**src/rtl/exec_pkg.sv**
```systemverilog
// Shared types for the execution slice: alu opcodes, exec FSM states and an
// opcode classifier. Also used by the alu and the upcoming decoder.
package exec_pkg;

    typedef enum logic [2:0] {
        OP_NOP = 3'b000,
        OP_LD  = 3'b001,
        OP_ADD = 3'b010,
        OP_SUB = 3'b011,
        OP_NOT = 3'b100,
        OP_AND = 3'b101,
        OP_OR  = 3'b110,
        OP_XOR = 3'b111
    } alu_op_t;

    typedef enum logic {
        ST_IDLE = 1'b0,
        ST_EXEC = 1'b1
    } exec_state_t;

    // Arithmetic ops are the only ones that update carry and can set overflow.
    function automatic logic is_arith(alu_op_t op);
        return (op == OP_ADD) || (op == OP_SUB);
    endfunction

endpackage

```
**src/rtl/acc_exec_if.sv**
```systemverilog
// Instruction handshake plus the alu operand/result bus of the execution stage.
// slave: the execution stage; master: the instruction source; alu: the alu side.
interface acc_exec_if
    import exec_pkg::*;
#(
    parameter int WIDTH = 8
);
    logic             instr_valid;
    logic             instr_ready;
    alu_op_t          instr_op;
    logic [WIDTH-1:0] instr_imm;
    logic             instr_use_c;

    alu_op_t          alu_op;
    logic [WIDTH-1:0] alu_a;
    logic [WIDTH-1:0] alu_b;
    logic             alu_ci;
    logic [WIDTH-1:0] alu_result;
    logic             alu_co;
    logic             alu_ov;

    modport slave (
        input  instr_valid, instr_op, instr_imm, instr_use_c,
        input  alu_result, alu_co, alu_ov,
        output instr_ready, alu_op, alu_a, alu_b, alu_ci
    );

    modport master (
        output instr_valid, instr_op, instr_imm, instr_use_c,
        input  instr_ready
    );

    modport alu (
        input  alu_op, alu_a, alu_b, alu_ci,
        output alu_result, alu_co, alu_ov
    );
endinterface

```
**src/rtl/alu.sv**
```systemverilog
// Combinational alu. ADD: a+b+ci, co = carry out. SUB: a-b-ci, co = borrow.
// ov is signed overflow for ADD/SUB, 0 otherwise. NOT inverts a, LD passes b.
module alu
    import exec_pkg::*;
#(
    parameter int WIDTH = 8
) (
    input  alu_op_t          op,
    input  logic [WIDTH-1:0] a,
    input  logic [WIDTH-1:0] b,
    input  logic             ci,
    output logic [WIDTH-1:0] result,
    output logic             co,
    output logic             ov
);
    logic [WIDTH:0] ext;

    // Result and flag generation per opcode.
    always_comb begin
        ext    = '0;
        result = '0;
        co     = 1'b0;
        ov     = 1'b0;
        case (op)
            OP_LD:  result = b;
            OP_ADD: begin
                ext    = {1'b0, a} + {1'b0, b} + {{WIDTH{1'b0}}, ci};
                result = ext[WIDTH-1:0];
                co     = ext[WIDTH];
                ov     = (a[WIDTH-1] == b[WIDTH-1]) && (result[WIDTH-1] != a[WIDTH-1]);
            end
            OP_SUB: begin
                ext    = {1'b0, a} - {1'b0, b} - {{WIDTH{1'b0}}, ci};
                result = ext[WIDTH-1:0];
                co     = ext[WIDTH];
                ov     = (a[WIDTH-1] != b[WIDTH-1]) && (result[WIDTH-1] != a[WIDTH-1]);
            end
            OP_NOT: result = ~a;
            OP_AND: result = a & b;
            OP_OR:  result = a | b;
            OP_XOR: result = a ^ b;
            default: result = '0;
        endcase
    end
endmodule

```
**src/rtl/acc_exec.sv**
```systemverilog
// Accumulator/flag execution stage. Accepts one instruction per handshake,
// feeds the external alu from the accumulator and latched immediate, and
// writes back the result and flags one edge later.
// Optional: define ACC_EXEC_ZERO_FLAG_EN to add the zero flag output.
//
//   state   | meaning
//   ST_IDLE | ready for an instruction; alu op forced to NOP
//   ST_EXEC | latched instruction on the alu; writeback at next edge
module acc_exec
    import exec_pkg::*;
#(
    parameter int WIDTH = 8
) (
    input  logic             clk,
    input  logic             rst_n,
    acc_exec_if.slave        bus,
    input  logic             flags_clr,
    output logic [WIDTH-1:0] acc,
    output logic             carry,
    output logic             overflow,
    output logic             done
`ifdef ACC_EXEC_ZERO_FLAG_EN
    ,
    output logic             zero
`endif
);
    exec_state_t      state_q, state_d;
    alu_op_t          op_q, op_d;
    logic [WIDTH-1:0] imm_q, imm_d;
    logic             use_c_q, use_c_d;
    logic [WIDTH-1:0] acc_q, acc_d;
    logic             carry_q, carry_d;
    logic             ov_q, ov_d;
    logic             done_q, done_d;
`ifdef ACC_EXEC_ZERO_FLAG_EN
    logic             zero_q, zero_d;
`endif

    assign bus.instr_ready = (state_q == ST_IDLE);
    assign bus.alu_op      = (state_q == ST_EXEC) ? op_q : OP_NOP;
    assign bus.alu_a       = acc_q;
    assign bus.alu_b       = imm_q;
    // Carry before this instruction's own writeback feeds the alu.
    assign bus.alu_ci      = use_c_q & carry_q;

    assign acc      = acc_q;
    assign carry    = carry_q;
    assign overflow = ov_q;
    assign done     = done_q;
`ifdef ACC_EXEC_ZERO_FLAG_EN
    assign zero     = zero_q;
`endif

    // Next-state, instruction latch and writeback; flags_clr applied first so a
    // coincident writeback overrides it.
    always_comb begin
        state_d = state_q;
        op_d    = op_q;
        imm_d   = imm_q;
        use_c_d = use_c_q;
        acc_d   = acc_q;
        carry_d = carry_q;
        ov_d    = ov_q;
        done_d  = 1'b0;
`ifdef ACC_EXEC_ZERO_FLAG_EN
        zero_d  = zero_q;
`endif
        if (flags_clr) begin
            carry_d = 1'b0;
            ov_d    = 1'b0;
`ifdef ACC_EXEC_ZERO_FLAG_EN
            zero_d  = 1'b0;
`endif
        end
        case (state_q)
            ST_IDLE: begin
                if (bus.instr_valid) begin
                    op_d    = bus.instr_op;
                    imm_d   = bus.instr_imm;
                    use_c_d = bus.instr_use_c;
                    state_d = ST_EXEC;
                end
            end
            ST_EXEC: begin
                state_d = ST_IDLE;
                done_d  = 1'b1;
                if (op_q != OP_NOP) begin
                    acc_d = bus.alu_result;
                    if (is_arith(op_q)) begin
                        carry_d = bus.alu_co;
                        ov_d    = bus.alu_ov;
                    end else begin
                        ov_d    = 1'b0;
                    end
`ifdef ACC_EXEC_ZERO_FLAG_EN
                    zero_d = (bus.alu_result == '0);
`endif
                end
            end
        endcase
    end

    // State and datapath registers; reset drops any in-flight instruction.
    always_ff @(posedge clk or negedge rst_n) begin
        if (!rst_n) begin
            state_q <= ST_IDLE;
            op_q    <= OP_NOP;
            imm_q   <= '0;
            use_c_q <= 1'b0;
            acc_q   <= '0;
            carry_q <= 1'b0;
            ov_q    <= 1'b0;
            done_q  <= 1'b0;
`ifdef ACC_EXEC_ZERO_FLAG_EN
            zero_q  <= 1'b0;
`endif
        end else begin
            state_q <= state_d;
            op_q    <= op_d;
            imm_q   <= imm_d;
            use_c_q <= use_c_d;
            acc_q   <= acc_d;
            carry_q <= carry_d;
            ov_q    <= ov_d;
            done_q  <= done_d;
`ifdef ACC_EXEC_ZERO_FLAG_EN
            zero_q  <= zero_d;
`endif
        end
    end
endmodule

```
**src/flat_wrapper.sv**
```systemverilog
// flat-port wrapper written by rule: the top's interface ports become plain ports
module acc_exec_flat import exec_pkg::*;
#(
    parameter int WIDTH = 8
)
  (clk, rst_n, flags_clr, acc, carry, overflow, done, bus_instr_valid, bus_instr_op, bus_instr_imm, bus_instr_use_c, bus_alu_result, bus_alu_co, bus_alu_ov, bus_instr_ready, bus_alu_op, bus_alu_a, bus_alu_b, bus_alu_ci);
  acc_exec_if #(.WIDTH(WIDTH)) bus_i ();
  input  logic clk;
  input  logic rst_n;
  input  logic flags_clr;
  output logic [WIDTH-1:0] acc;
  output logic carry;
  output logic overflow;
  output logic done;
  input wire logic [$bits(bus_i.instr_valid)-1:0] bus_instr_valid;
  input wire logic [$bits(bus_i.instr_op)-1:0] bus_instr_op;
  input wire logic [$bits(bus_i.instr_imm)-1:0] bus_instr_imm;
  input wire logic [$bits(bus_i.instr_use_c)-1:0] bus_instr_use_c;
  input wire logic [$bits(bus_i.alu_result)-1:0] bus_alu_result;
  input wire logic [$bits(bus_i.alu_co)-1:0] bus_alu_co;
  input wire logic [$bits(bus_i.alu_ov)-1:0] bus_alu_ov;
  output wire logic [$bits(bus_i.instr_ready)-1:0] bus_instr_ready;
  output wire logic [$bits(bus_i.alu_op)-1:0] bus_alu_op;
  output wire logic [$bits(bus_i.alu_a)-1:0] bus_alu_a;
  output wire logic [$bits(bus_i.alu_b)-1:0] bus_alu_b;
  output wire logic [$bits(bus_i.alu_ci)-1:0] bus_alu_ci;
  assign bus_i.instr_valid = bus_instr_valid;
  assign bus_i.instr_op = bus_instr_op;
  assign bus_i.instr_imm = bus_instr_imm;
  assign bus_i.instr_use_c = bus_instr_use_c;
  assign bus_i.alu_result = bus_alu_result;
  assign bus_i.alu_co = bus_alu_co;
  assign bus_i.alu_ov = bus_alu_ov;
  assign bus_instr_ready = bus_i.instr_ready;
  assign bus_alu_op = bus_i.alu_op;
  assign bus_alu_a = bus_i.alu_a;
  assign bus_alu_b = bus_i.alu_b;
  assign bus_alu_ci = bus_i.alu_ci;
  acc_exec #(.WIDTH(WIDTH)) u_core (.clk(clk), .rst_n(rst_n), .bus(bus_i), .flags_clr(flags_clr), .acc(acc), .carry(carry), .overflow(overflow), .done(done));
endmodule
```
**config.mk**
```make
export PLATFORM = sky130hd
export DESIGN_NAME = acc_exec_flat
export DESIGN_NICKNAME = d
export VERILOG_FILES = /design/src/rtl/exec_pkg.sv /design/src/rtl/acc_exec_if.sv /design/src/rtl/alu.sv /design/src/rtl/acc_exec.sv /design/src/flat_wrapper.sv
export SDC_FILE = /design/constraint.sdc
export NUM_CORES = 1
export LEC_CHECK = 0
export BUFFER_PORTS_ARGS = -buffer_cell sky130_fd_sc_hd__buf_2
export CAP_MARGIN = 40
export CORE_ASPECT_RATIO = 1.75
export CORE_MARGIN = 2
export CORE_UTILIZATION = 35
export DETAILED_ROUTE_END_ITERATION = 12
export GPL_ROUTABILITY_DRIVEN = 0
export PLACE_DENSITY = 0.72
export SKIP_LAST_GASP = 1
export SYNTH_ARGS = -nofsm -noshare
export SYNTH_HDL_FRONTEND = slang
export SYNTH_SLANG_ARGS = --single-unit
```
**constraint.sdc**
```tcl
create_clock -name clk -period 1.7 [get_ports clk]
set_input_delay 0.085 -clock clk [delete_from_list [all_inputs] [get_ports clk]]
set_output_delay 0.085 -clock clk [all_outputs]
set_load 0.02 [all_outputs]
```
* Word level (Yosys, flattened, before mapping) *
Cells that the tools add are included.

operators by class
  bitwise operators = 2
  muxes and demuxes = 12
  reduce and logical (&&, ||, !) cells = 4
  eq/ne operators = 2

operator list
  cell                                                 count
  2-to-1 mux 1 bit                                     10
  equality test 3 x 2 -> 1 bit, second input constant  2
  AND reduction 2 bit                                  2
  2-to-1 mux 3 bit                                     1
  nonzero test 3 bit                                   1
  one-hot mux 1 bit (2 select lines)                   1
  AND 1 bit                                            1
  logical OR 1 bit                                     1
  NOT 1 bit                                            1

word-level totals
  bits in registers = 24
  input bits = 26
  word-level logic and storage cells = 28
  output and inout bits = 32

* Depth between registers and ports, before layout *
  depth in word-level cells = 5
  depth in mapped cells = 4
  depth with buffers taken out = 2

* Worst setup path after synthesis *
Ideal clock, no wire load.

  kind = register -> register
  from = register u_core.state_q
  to = register u_core.imm_q[2] (netlist: u_core.bus.alu_b[2])
  library setup time = 0.125 ns
  arrival time = 1.196 ns
  cell stages (with the launch flop) = 5
  path slack = 0.379 ns
  cell sequence = dfrtp_1 > buf_4 > nor2b_2 > buf_4 > mux2_2

between the ends
  word-level cells in the longest chain between the ends = 2

RTL lines
  item                           line             source
  from (decl)                    acc_exec.sv:27   exec_state_t state_q, state_d;
  from (signal assigned)         acc_exec.sv:118  state_q <= state_d;
  NOT 1 bit                      --
  AND reduction 2 bit (no line)  --
  to (signal assigned)           acc_exec.sv:120  imm_q <= imm_d;
  to (decl)                      acc_exec.sv:29   logic [WIDTH-1:0] imm_q, imm_d;

Every way passes these cells.
A chain may end at the register's enable or synchronous reset.

* Worst setup path after layout *
  from = register u_core.op_q[1]
  to = register u_core.acc_q[2] (netlist: u_core.acc[2])

between the ends
  word-level cells in the longest chain between the ends = 2

RTL lines
  item                           line             source
  from (decl)                    acc_exec.sv:28   alu_op_t op_q, op_d;
  from (signal assigned)         acc_exec.sv:119  op_q <= op_d;
  nonzero test 3 bit             acc_exec.sv:87   if (op_q != OP_NOP) begin
  AND reduction 2 bit (no line)  --
  to (signal assigned)           acc_exec.sv:110  acc_q <= '0;
  to (signal assigned)           acc_exec.sv:122  acc_q <= acc_d;
  to (decl)                      acc_exec.sv:31   logic [WIDTH-1:0] acc_q, acc_d;

Every way passes these cells.

==> results.sh <==
export IMPL_reg2regPathDepth=2
export IMPL_core_area_um2=2860
export IMPL_yosysTopAreaCell="dfrtp_1"
export IMPL_hold_depth=2
export IMPL_antennaDiodeCount=0
export IMPL_num_rows=26
export IMPL_rsz0062_at_grt="false"
export IMPL_total_power_mw=1.56
export IMPL_fmax_mhz=703
export IMPL_antenna_found_initial=0
export IMPL_grt_max_degree=25
export IMPL_grt_pass1_vias=721
export IMPL_outcome="complete, no violations"
export IMPL_syn_inst=68
export IMPL_antenna_left=0
export IMPL_slew_limit_headroom=0.654
export IMPL_required_ns=1.85
export IMPL_end_kind="flop"
export IMPL_synth_seq_cells=24
export IMPL_mostFrequentLayoutCell="buf_2"
export IMPL_start_kind="flop"
export IMPL_cts_tree="done"
export IMPL_yosysSeqAreaShare=0.588
export IMPL_syn2layout_area_growth_pct=31.9
export IMPL_drc=0
export IMPL_r2r_slack_ns=0.28
export IMPL_r2r_start="u_core.op_q[1]"
export IMPL_whs_ns=0.0462
export IMPL_drt_iter0_drc=7
export IMPL_io_pins=58
export IMPL_fin_setup_tns_ns=0
export IMPL_grt_overflow_total=0
export IMPL_crit_arrival_ns=1.57
export IMPL_cts_buffers=3
export IMPL_tightest_slew_ns=0.519
export IMPL_ir_worst_vdd_uv=471
export IMPL_slew_violations=0
export IMPL_viasPerCell=4.69
export IMPL_fin_crit_ns=1.42
export IMPL_root_buffer="clkbuf_8"
export IMPL_clkTransAtPathRegs_ns=0.08
export IMPL_dp_hpwl_mm=1.58
export IMPL_die_h_um=75.4
export IMPL_grt_total_usage=0.126
export IMPL_min_path_type="input pin to flop"
export IMPL_insertion_delay_ns=0.26
export IMPL_clock_sinks=24
export IMPL_num_vias=704
export IMPL_syn_nets=94
export IMPL_cts_htree_levels=1
export IMPL_yosys_top_cells_area="dfrtp_1 59%, mux2_2 23%, buf_4 7.4%, o31ai_4 2.1%, and2_1 1.8%"
export IMPL_hold_violations=0
export IMPL_drive_above_1_share=0.721
export IMPL_skew_ns=0.00527
export IMPL_finalWirelength_mm=1.95
export IMPL_ctsResizeCount=0
export IMPL_die_area_um2=3380
export IMPL_grt_pass1_wl_mm=3.09
export IMPL_yosysTopAreaCellShare=0.588
export IMPL_syn_avg_cell_area_um2=15.0
export IMPL_finalSetupViolations=0
export IMPL_min_from="bus_instr_use_c"
export IMPL_wire_per_inst_um=13.0
export IMPL_die_w_um=44.8
export IMPL_cts_buffer_depth=2
export IMPL_power_density_nw_per_um2=1160
export IMPL_ctsHoldBuffers=1
export IMPL_cts_setup_buffers=0
export IMPL_synth_warnings=0
export IMPL_fin_nets=149
export IMPL_path_class="flop to flop"
export IMPL_drt_pre_antenna_iters=2
export IMPL_start_util=0.357
export IMPL_cp_max_fo=8
export IMPL_synth_cell_types=14
export IMPL_fin_crit_sh=0.837
export IMPL_io_buffers=57
export IMPL_holdPathEnd="u_core.use_c_q"
export IMPL_max_cap_viol_count=0
export IMPL_p_leak_nw=0.676
export IMPL_n_fill_cell=269
export IMPL_worstReg2RegEnd="u_core.acc[2]"
export IMPL_final_cell_mix="57 x buf_2, 24 x dfrtp_1, 21 x mux2_2"
export IMPL_syn_area_um2=1020
-- state kept, by name, indices dropped and copies added (netlist names) --
signal,flops
u_core.overflow,1
u_core.carry,1
u_core.bus.alu_b,8
u_core.op_q,3
u_core.acc,8
u_core.state_q,1
u_core.done,1
u_core.use_c_q,1
-- cell type report --
type                       count  area [µm²]  area share
tap                           28        35.0      0.0260
inverter                       1        3.75     0.00279
timing repair buffer          60         310       0.230
sequential                    24         601       0.446
multi-input combinational     33         342       0.254
clock buffer                   4        55.1      0.0409
-- worst max path at each step --
stage / from / end / slack (ns) / cells after the start
final: u_core.op_q[1] / u_core.acc[2] / 0.28 / 2
after global routing: u_core.op_q[1] / u_core.acc[2] / 0.23 / 2
after CTS: u_core.op_q[1] / u_core.acc[2] / 0.26 / 2
after detailed placement: u_core.op_q[1] / u_core.acc[2] / 0.28 / 2
after global placement: u_core.op_q[1] / u_core.acc[3] / 0.33 / 2
after floorplan: u_core.state_q / u_core.bus.alu_b[2] / 0.38 / 4
-- metrics by stage --
step           cell area, µm²  setup WS [ns]   util  instances
5_1_grt                  1350          0.229  0.470        150
3_5_place_dp             1280          0.276  0.448        145
4_1_cts                  1350          0.261  0.470        150
2_1_floorplan            1020          0.379      -         68
6_report                 1350          0.277  0.470        150
3_3_place_gp             1280          0.333  0.448        145
-- per-layer routing --
metal | track usage | wire, µm | vias up
li1 | - | - | 333
met1 | 0.130 | 710 | 324
met2 | 0.233 | 997 | 43
met3 | 0.0261 | 211 | 4
met4 | 0.0588 | 27 | 0
met5 | 0 | 0 | -
-- cells by family (layout without fill, tap and decap cells) --
kind of cell | count (synthesis) | after routing | share of synthesized area
compound gates | 2 | 2 | 0.0282
buf+inv | 11 | 65 | 0.0772
flops | 24 | 24 | 0.588
mux | 21 | 21 | 0.232
simple gates | 10 | 10 | 0.0748
-- cell usage after synthesis --
master,instances
o31ai_4,1
nor2b_2,1
and2_1,3
buf_4,10
or3b_2,1
nor2b_1,1
nand3b_1,1
or4b_1,1
inv_1,1
and2_2,1
nand4b_1,1
dfrtp_1,24
mux2_2,21
o211ai_1,1
-- critical path: stages (launching register included) --
cell     delay [ns]
dfrtp_1        0.46
o31ai_4        0.46
mux2_2         0.39
-- power by group --
| group | internal [mW] | leakage [nW] | total [mW] | switching [mW] |
|---|---|---|---|---|
| registers | 0.660 | 0.286 | 0.725 | 0.0648 |
| logic | 0.194 | 0.362 | 0.453 | 0.258 |
| clock network | 0.206 | 0.0288 | 0.380 | 0.174 |
| total | 1.06 | 0.676 | 1.56 | 0.497 |
(Power assumes the default switching activity.)
